--- src/rtl/alu_seq_display.sv ---
// alu_seq_display: multi-cycle ALU (shift-add multiply, restoring divide)
// with a sequential double-dabble BCD converter and a scanned, active-low
// seven-segment display. The op code is shown on anode[7] and the decimal
// result on anode[DIGITS-1:0].
module alu_seq_display #(
    parameter int WIDTH  = 8,
    parameter int DIGITS = 3
) (
    input  logic             new_clk,
    input  logic             rst,
    input  logic [WIDTH-1:0] a,
    input  logic [WIDTH-1:0] b,
    input  logic [3:0]       op,
    input  logic             start,
    output logic             busy,
    output logic             done,
    output logic [WIDTH-1:0] result,
    output logic             overflow,
    output logic             div_by_zero,
    output logic [6:0]       display,
    output logic [7:0]       anode
);

    localparam int BW = 4 * DIGITS;
    localparam int CW = $clog2(WIDTH + 1);
    localparam int SW = $clog2(DIGITS + 1);

    typedef enum logic [1:0] {ST_IDLE, ST_EXEC, ST_CONV} state_t;

    state_t r_state, w_state_next;

    logic [WIDTH-1:0]   r_a, r_b;
    logic [3:0]         r_op;
    logic [CW-1:0]      r_cnt;
    logic [2*WIDTH-1:0] r_prod;
    logic [WIDTH-1:0]   r_quo, r_rem;
    logic [WIDTH-1:0]   r_res_pend, r_bin;
    logic               r_ovf_pend, r_dbz_pend;
    logic [BW-1:0]      r_bcd_work, r_bcd;
    logic [WIDTH-1:0]   r_result;
    logic               r_ovf, r_dbz, r_done;
    logic [SW-1:0]      r_scan;
    logic [7:0]         r_an_s1, r_anode;
    logic [6:0]         r_seg_s1, r_display;

    logic               w_iter, w_last_step, w_exec_finish;
    logic [WIDTH:0]     w_mul_sum, w_sum, w_rem_shift;
    logic [2*WIDTH-1:0] w_prod_next;
    logic               w_div_ge;
    logic [WIDTH-1:0]   w_rem_next, w_quo_next;
    logic [WIDTH-1:0]   w_res;
    logic               w_ovf, w_dbz;
    logic [BW-1:0]      w_bcd_adj, w_bcd_next;
    logic [DIGITS-1:0]  w_blank;
    logic [3:0]         w_scan_nib;
    logic               w_scan_blank;
    logic [7:0]         w_scan_an;
    int                 w_digit_idx;

    function automatic logic [6:0] hex_glyph(input logic [3:0] v);
        logic [6:0] g;
        case (v)
            4'h0: g = 7'h40;  4'h1: g = 7'h79;  4'h2: g = 7'h24;  4'h3: g = 7'h30;
            4'h4: g = 7'h19;  4'h5: g = 7'h12;  4'h6: g = 7'h02;  4'h7: g = 7'h78;
            4'h8: g = 7'h00;  4'h9: g = 7'h10;  4'hA: g = 7'h08;  4'hB: g = 7'h03;
            4'hC: g = 7'h46;  4'hD: g = 7'h21;  4'hE: g = 7'h06;  default: g = 7'h0E;
        endcase
        return g;
    endfunction

    // MUL and DIV/MOD with nonzero divisor iterate WIDTH cycles; all else takes one.
    assign w_iter        = (r_op == 4'h4) || (((r_op == 4'h9) || (r_op == 4'hD)) && (r_b != '0));
    assign w_last_step   = (r_cnt == CW'(WIDTH - 1));
    assign w_exec_finish = !w_iter || w_last_step;

    // Shift-add multiply step: conditionally add a into the high half, shift right.
    assign w_mul_sum   = {1'b0, r_prod[2*WIDTH-1:WIDTH]} + (r_prod[0] ? {1'b0, r_a} : '0);
    assign w_prod_next = {w_mul_sum, r_prod[WIDTH-1:1]};

    // Restoring division step: dividend bits enter the remainder from r_quo's MSB.
    assign w_rem_shift = {r_rem, r_quo[WIDTH-1]};
    assign w_div_ge    = (w_rem_shift >= {1'b0, r_b});
    assign w_rem_next  = w_div_ge ? WIDTH'(w_rem_shift - {1'b0, r_b}) : w_rem_shift[WIDTH-1:0];
    assign w_quo_next  = {r_quo[WIDTH-2:0], w_div_ge};

    assign w_sum = {1'b0, r_a} + {1'b0, r_b};

    // Result and flags of the latched op; iterative ops are only consumed on their last step.
    always_comb begin
        w_res = '0;
        w_ovf = 1'b0;
        w_dbz = 1'b0;
        case (r_op)
            4'h0: begin w_res = r_a + WIDTH'(1); w_ovf = &r_a; end
            4'h1: begin w_res = r_b + WIDTH'(1); w_ovf = &r_b; end
            4'h2: begin w_res = r_a - r_b; w_ovf = (r_a < r_b); end
            4'h3: begin w_res = w_sum[WIDTH-1:0]; w_ovf = w_sum[WIDTH]; end
            4'h4: begin w_res = w_prod_next[WIDTH-1:0]; w_ovf = |w_prod_next[2*WIDTH-1:WIDTH]; end
            4'h5: w_res = r_a >> 1;
            4'h6: begin w_res = r_a << 1; w_ovf = r_a[WIDTH-1]; end
            4'h7: w_res = r_b >> 1;
            4'h8: begin w_res = r_b << 1; w_ovf = r_b[WIDTH-1]; end
            4'h9, 4'hD: begin
                if (r_b == '0) begin
                    w_res = '1;
                    w_dbz = 1'b1;
                end else begin
                    w_res = (r_op == 4'h9) ? w_rem_next : w_quo_next;
                end
            end
            4'hA: w_res = r_a & r_b;
            4'hB: w_res = r_a | r_b;
            4'hC: w_res = r_a ^ r_b;
            default: w_res = '0;
        endcase
    end

    // Double-dabble: add 3 to every BCD nibble >= 5, then shift in the next binary bit.
    genvar gi;
    generate
        for (gi = 0; gi < DIGITS; gi++) begin : g_dabble
            assign w_bcd_adj[4*gi +: 4] = (r_bcd_work[4*gi +: 4] >= 4'd5)
                                        ? r_bcd_work[4*gi +: 4] + 4'd3
                                        : r_bcd_work[4*gi +: 4];
        end
    endgenerate
    assign w_bcd_next = {w_bcd_adj[BW-2:0], r_bin[WIDTH-1]};

    // State register.
    always_ff @(posedge new_clk) begin
        if (rst) r_state <= ST_IDLE;
        else     r_state <= w_state_next;
    end

    // Next-state logic.
    always_comb begin
        w_state_next = r_state;
        case (r_state)
            ST_IDLE: if (start) w_state_next = ST_EXEC;
            ST_EXEC: if (w_exec_finish) w_state_next = ST_CONV;
            ST_CONV: if (w_last_step) w_state_next = ST_IDLE;
            default: w_state_next = ST_IDLE;
        endcase
    end

    // Operand latch, arithmetic iteration, BCD conversion and result commit.
    always_ff @(posedge new_clk) begin
        if (rst) begin
            r_a <= '0; r_b <= '0; r_op <= '0; r_cnt <= '0;
            r_prod <= '0; r_quo <= '0; r_rem <= '0;
            r_res_pend <= '0; r_ovf_pend <= 1'b0; r_dbz_pend <= 1'b0;
            r_bin <= '0; r_bcd_work <= '0; r_bcd <= '0;
            r_result <= '0; r_ovf <= 1'b0; r_dbz <= 1'b0; r_done <= 1'b0;
        end else begin
            r_done <= 1'b0;
            case (r_state)
                ST_IDLE: begin
                    if (start) begin
                        r_a    <= a;
                        r_b    <= b;
                        r_op   <= op;
                        r_cnt  <= '0;
                        r_prod <= {{WIDTH{1'b0}}, b};
                        r_quo  <= a;
                        r_rem  <= '0;
                    end
                end
                ST_EXEC: begin
                    r_prod <= w_prod_next;
                    r_quo  <= w_quo_next;
                    r_rem  <= w_rem_next;
                    r_cnt  <= r_cnt + CW'(1);
                    if (w_exec_finish) begin
                        r_res_pend <= w_res;
                        r_ovf_pend <= w_ovf;
                        r_dbz_pend <= w_dbz;
                        r_bin      <= w_res;
                        r_bcd_work <= '0;
                        r_cnt      <= '0;
                    end
                end
                ST_CONV: begin
                    r_bin      <= r_bin << 1;
                    r_bcd_work <= w_bcd_next;
                    r_cnt      <= r_cnt + CW'(1);
                    if (w_last_step) begin
                        r_result <= r_res_pend;
                        r_ovf    <= r_ovf_pend;
                        r_dbz    <= r_dbz_pend;
                        r_bcd    <= w_bcd_next;
                        r_done   <= 1'b1;
                        r_cnt    <= '0;
                    end
                end
                default: ;
            endcase
        end
    end

    // Leading-zero blanking: a digit is blank if it and every digit above it are zero.
    always_comb begin
        logic all_zero;
        all_zero = 1'b1;
        w_blank  = '0;
        for (int i = DIGITS - 1; i > 0; i--) begin
            all_zero   = all_zero && (r_bcd[4*i +: 4] == 4'd0);
            w_blank[i] = all_zero;
        end
    end

    // Select the nibble and anode for the current scan index.
    always_comb begin
        w_digit_idx  = int'(r_scan) - 1;
        w_scan_nib   = r_op;
        w_scan_blank = 1'b0;
        w_scan_an    = 8'h7F;
        if (r_scan != '0) begin
            w_scan_nib   = r_bcd[4*w_digit_idx +: 4];
            w_scan_blank = w_blank[w_digit_idx];
            w_scan_an    = ~(8'd1 << w_digit_idx);
        end
    end

    // Scan index and two-stage registered anode/cathode pair (always updated together).
    always_ff @(posedge new_clk) begin
        if (rst) begin
            r_scan    <= '0;
            r_an_s1   <= 8'hFF;
            r_seg_s1  <= 7'h7F;
            r_anode   <= 8'hFF;
            r_display <= 7'h7F;
        end else begin
            r_scan    <= (r_scan == SW'(DIGITS)) ? '0 : r_scan + SW'(1);
            r_an_s1   <= w_scan_an;
            r_seg_s1  <= w_scan_blank ? 7'h7F : hex_glyph(w_scan_nib);
            r_anode   <= r_an_s1;
            r_display <= r_seg_s1;
        end
    end

    assign busy        = (r_state != ST_IDLE);
    assign done        = r_done;
    assign result      = r_result;
    assign overflow    = r_ovf;
    assign div_by_zero = r_dbz;
    assign display     = r_display;
    assign anode       = r_anode;

endmodule

--- config.mk ---
export PLATFORM = sky130hd
export DESIGN_NAME = alu_seq_display
export DESIGN_NICKNAME = d
export VERILOG_FILES = /design/src/rtl/alu_seq_display.sv
export SDC_FILE = /design/constraint.sdc
export NUM_CORES = 1
export LEC_CHECK = 0
export ABC_AREA = 1
export BUFFER_PORTS_ARGS = -buffer_cell sky130_fd_sc_hd__buf_2
export CORE_UTILIZATION = 60
export CTS_CLUSTER_DIAMETER = 120
export DETAILED_ROUTE_END_ITERATION = 8
export PLACE_DENSITY_LB_ADDON = 0.12
export SYNTH_ARGS = -nofsm -noshare
export SYNTH_HDL_FRONTEND = slang
export SYNTH_SLANG_ARGS = --single-unit
--- constraint.sdc ---
create_clock -name new_clk -period 2.85 [get_ports new_clk]
set_input_delay 0.1425 -clock new_clk [delete_from_list [all_inputs] [get_ports new_clk]]
set_output_delay 0.1425 -clock new_clk [all_outputs]
set_load 0.005 [all_outputs]
# After elaboration in Yosys (flattened, before gate mapping)
# Memories as Yosys holds them, arrays and structs flattened. A register that Yosys moved wholly into a read port is not among the register bits.
# Cells that the tools add are included.
# word_totals
register_bits	136
mem_bits_ro	112
in_bits	23
out_inout_bits	27
word_cells	138
mem_count	1
# mem_list
memory	words	width	rd	rd_ports_with_merged_regs	write_ports	line_no	source
(name not given)	16	7	1	1	0	62	case (v)
# classes
add_sub_neg	12
order_cmp	6
eq_ne	20
shift	2
n_mux	36
n_bitwise	6
n_reduce_logical	32
# op_table
operator	count
$pmux W8 S13	1
$mux W8	8
$pmux W8 S2	3
$pmux W16 S2	1
$shl A1 B32 Y8 const A	1
$eq A4 B4 Y1 const B	6
$mux W4	6
$pmux W12 S2	1
$eq A4 B3 Y1 const B	5
$add A8 B8 Y9	2
$add A8 B1 Y8 const B	2
$mux W16	1
$reduce_and A8 Y1	2
$sub A8 B8 Y8	2
$ge A4 B3 Y1 const B	3
$logic_not A4 Y1	3
$mux W12	1
$pmux W4 S3	1
$reduce_and A2 Y1	6
$shiftx A12 B5 Y4	1
$reduce_or A2 Y1	5
$ge A9 B8 Y1	1
$add A4 B2 Y4 const B	2
$and A8 B8 Y8	1
other kinds (31)	49

# Logic depth before layout (Yosys ltp)
# logic_depth
word_depth	8
mapped_depth	18
depth_no_buf	17

# Least setup slack after synthesis
# No wires, ideal clock.
# synth_timing
path_type	register to register
from	register r_scan[0]
to	register r_seg_s1[0]
setup_time_ps	140
arrival_time_ps	2126
t_required_ps	2710
setup_slack_ps	583
path_stages_with_launch	14
n_path_buf	1
synth_period_minus_slack_ps	2267
path_cell_list	dfxtp_1 buf_2 inv_1 ha_1 inv_1 o21ai_0 o2111ai_1 o21ai_0 inv_1 ha_1 inv_1 nor3_1 a21oi_1 nand3_1
# synth_rtl
item	line_no	source
start, declared	42	logic [SW-1:0] r_scan;
start signal, assigned	233	r_scan <= (r_scan == SW'(DIGITS)) ? '0 : r_scan + SW'(1);
end, declared	44	logic [6:0] r_seg_s1, r_display;

# Final worst setup path
# layout_timing
from	register r_op[2]
to	register r_bin[1]
# layout_between
elab_chain_len	8
word_cells_on_any_way	27
classes_between	eq/ne: 14; mux: 5; reduce/logical: 8
# layout_rtl
item	line_no	source
start, declared	33	logic [3:0] r_op;
start signal, assigned	161	r_op <= op;
parallel branches: the longest is 8 deep, another holds $pmux W8 S13	n/a	
end signal, assigned	177	r_bin <= w_res;
end signal, assigned	183	r_bin <= r_bin << 1;
end, declared	37	logic [WIDTH-1:0] r_res_pend, r_bin;
# Several ways; the timed one is not identified. The select of a mux whose other input is x is not followed.
# A chain may end at the register's enable or synchronous reset.

==> impl_metrics.toml <==
[synth]
synth_top_area_share_pct = 33.1
yosys_warnings = 0
synth-edff-count = 0
synth_commonest_cells = "nand2_1 (283), inv_1 (145), dfxtp_1 (143)"
syn_area_sq_mm = 0.00866
ys_types = 47
synth_ff_type = "dfxtp_1"
synth_area_leaders = "dfxtp_1 (33%), nand2_1 (12%), ha_1 (9.1%), a21oi_1 (7.2%), inv_1 (6.3%)"
ys_seq_area_share_pct = 33.1
synthArstFlopShare_pct = 0
syn_avg_cell_area_sq_um = 6.86
synth-seq-cells = 143
yosysTopAreaCell = "dfxtp_1"
yosysMostFrequentCell = "nand2_1"
syn-instance-count = 1262

[global_routing]
first_global_vias = 7804
antenna_found_initial = 0
grt_pass1_wl_microns = 40700
grt_max_degree = 71
gr-usage-all-layers_pct = 35.4
overflow = 0

[setup_path]
critPathKind = "flop to flop"
cp.required_ps = 3140
startpoint_type = "flop"
crit_fanout = 11
crit_path_end_kind = "flop"
crit_arrival_ps = 2980

[timing]
worstMarginPinSlew_ps = 885
report.final.slew_viol_count = 0
finalCritPeriodShare_pct = 94.5
relSlewSlack_pct = 40.9
setup_viol_count_final = 0
fin_crit_ps = 2690
hold_viol_final = 0
hold_ws_ps = 10.7
clock_skew_ps = 7.24
setup_ws_ps = 157
max_freq_mhz = 371

[placed_design]
hpwl_microns = 18100
place_worst_setup_slack_ps = 141
gp_congestion = 1.12
port_buffers = 49

[cells_and_area]
layout-drive-gt1-share_pct = 11.6
diodes = 0
regArea_sq_mm = 0.00286
top_register = "r_prod"
fin_nets = 1405
utilization_pct = 69.9
syn_to_final_growth_pct = 13.0
largest_reg_flops = 16
fill_cells = 1225
multiInputGateArea_sq_mm = 0.00501
top_regs = "r_prod: 16 flops, r_bcd: 12 flops, r_bcd_work: 12 flops"

[power]
peakVddDrop_mv = 0.737
p_leak_uw = 0.00455
p_per_area_mw_per_mm2 = 816

[run_status]
run_status = "finished, final reports clean"

[cts]
cts_tree = "yes"
htree_levels = 4
cts_buffer_depth = 2
post_cts_buffers = 0
cts_made_buffers = 17
cts-root-buf = "clkbuf_16"
clock_latency_ps = 430
numClockSinks = 143
clkTransAtPathRegs_ps = 70

[run]
drv_cap = 0

[route]
viasPerCell = 5.75
ant_nets = 0
first_iter_violations = 1194
route.vias.total = 8666
totalWireLength_microns = 25000
drc = 0
first_pass_iters = 7
routedWlPerCell_microns = 16.6

[floorplan]
io_pins = 50
core_sq_mm = 0.0140
die_w_microns = 122
fp.dieH_microns = 122
start_util_pct = 61.9
fp.dieArea_sq_mm = 0.0149
rows = 43

[min_path]
min_path_type = "input pin to flop"
[path summary, 6_finish.rpt]
| kind | start | end | slack, ps | cells after the start |
|---|---|---|---|---|
| worst max-delay path | r_op[2] | r_bin[1] | 160 | 14 |
| worst min-delay path | op[3] | r_op[3] | 10 | 3 |
| worst max register to register | r_op[2] | r_bin[1] | 160 | 14 |
| worst min register to register | r_seg_s1[5] | display[5] | 400 | 1 |
[worst max-delay path: stages (launching register included)]
cell	delay, ps
dfxtp_1	400
buf_4	200
nor2_4	230
nand2_4	150
o21ai_4	200
inv_1	110
ha_1	280
nand2_1	100
o21ai_0	90
a221oi_1	230
nand2_1	120
nor2_2	180
nand3_1	130
nand2_1	80
a21oi_1	50
[layout make-up]
type / count / area share (%)
clock buffers: 17 / 4.35
clock inverters: 15 / 1.97
multi-input cells: 920 / 51.2
repair buffers: 78 / 4.86
flip-flops and latches: 143 / 29.3
well taps: 180 / 2.30
inverters: 155 / 6.02
[per-stage QoR]
stage	area [sq um]	TNS, ps	total power [uW]	instances
6_report	9780	0	7980	1508
5_1_grt	9780	-30.3	8490	1508
4_1_cts	9770	0	7890	1508
3_5_place_dp	9100	0	5540	1471
3_3_place_gp	9100	0	5550	1471
2_1_floorplan	8670	0	4770	1264
[cell usage in the layout, fill, tap and decap left out, types with 7 or more instances in the layout]
master	synthesis	layout
nand2_1	283	283
inv_1	145	145
dfxtp_1	143	142
a21oi_1	125	125
nor2_1	117	116
o21ai_0	94	92
ha_1	63	63
nand3_1	61	61
buf_2	6	49
buf_4	2	24
nand4_1	21	21
o211ai_1	18	18
or2_2	18	18
clkbuf_16	0	17
nor3_1	14	14
a31oi_1	14	14
xor2_1	14	14
o22ai_1	12	12
o21ai_1	8	10
nand2_2	9	7
[routing by layer]
metal,GRT usage (%),part of all wire (%)
met5,0,0
met4,13.9,3.7
met3,6.79,8.9
met2,52.6,42
met1,50.1,45
[where the power goes]
group / total [uW] / internal [uW] / switching [uW]
combinational: 3140 / 1010 / 2140
sequential: 2500 / 2270 / 225
clock: 2340 / 1340 / 1000
total: 7980 / 4620 / 3360
[timing repair]
action	in CTS	in global routing
endpoints found under the setup margin	0	8
hold buffers	5	0
resized for setup	0	6
endpoints found under the hold margin	5	0
[logic make-up after synthesis]
logic type | after synthesis | share of synthesized area [%]
XOR/XNOR | 16 | 1.62
buffers and inverters | 201 | 9.28
other | 1 | 0.0433
flip-flops | 143 | 33.1
AO/OA/AOI/OAI | 296 | 19.2
adder cells (fa/ha/maj) | 67 | 10.0
AND/OR/NAND/NOR | 538 | 26.8
Note: power is estimated with default switching activity, not from simulation.
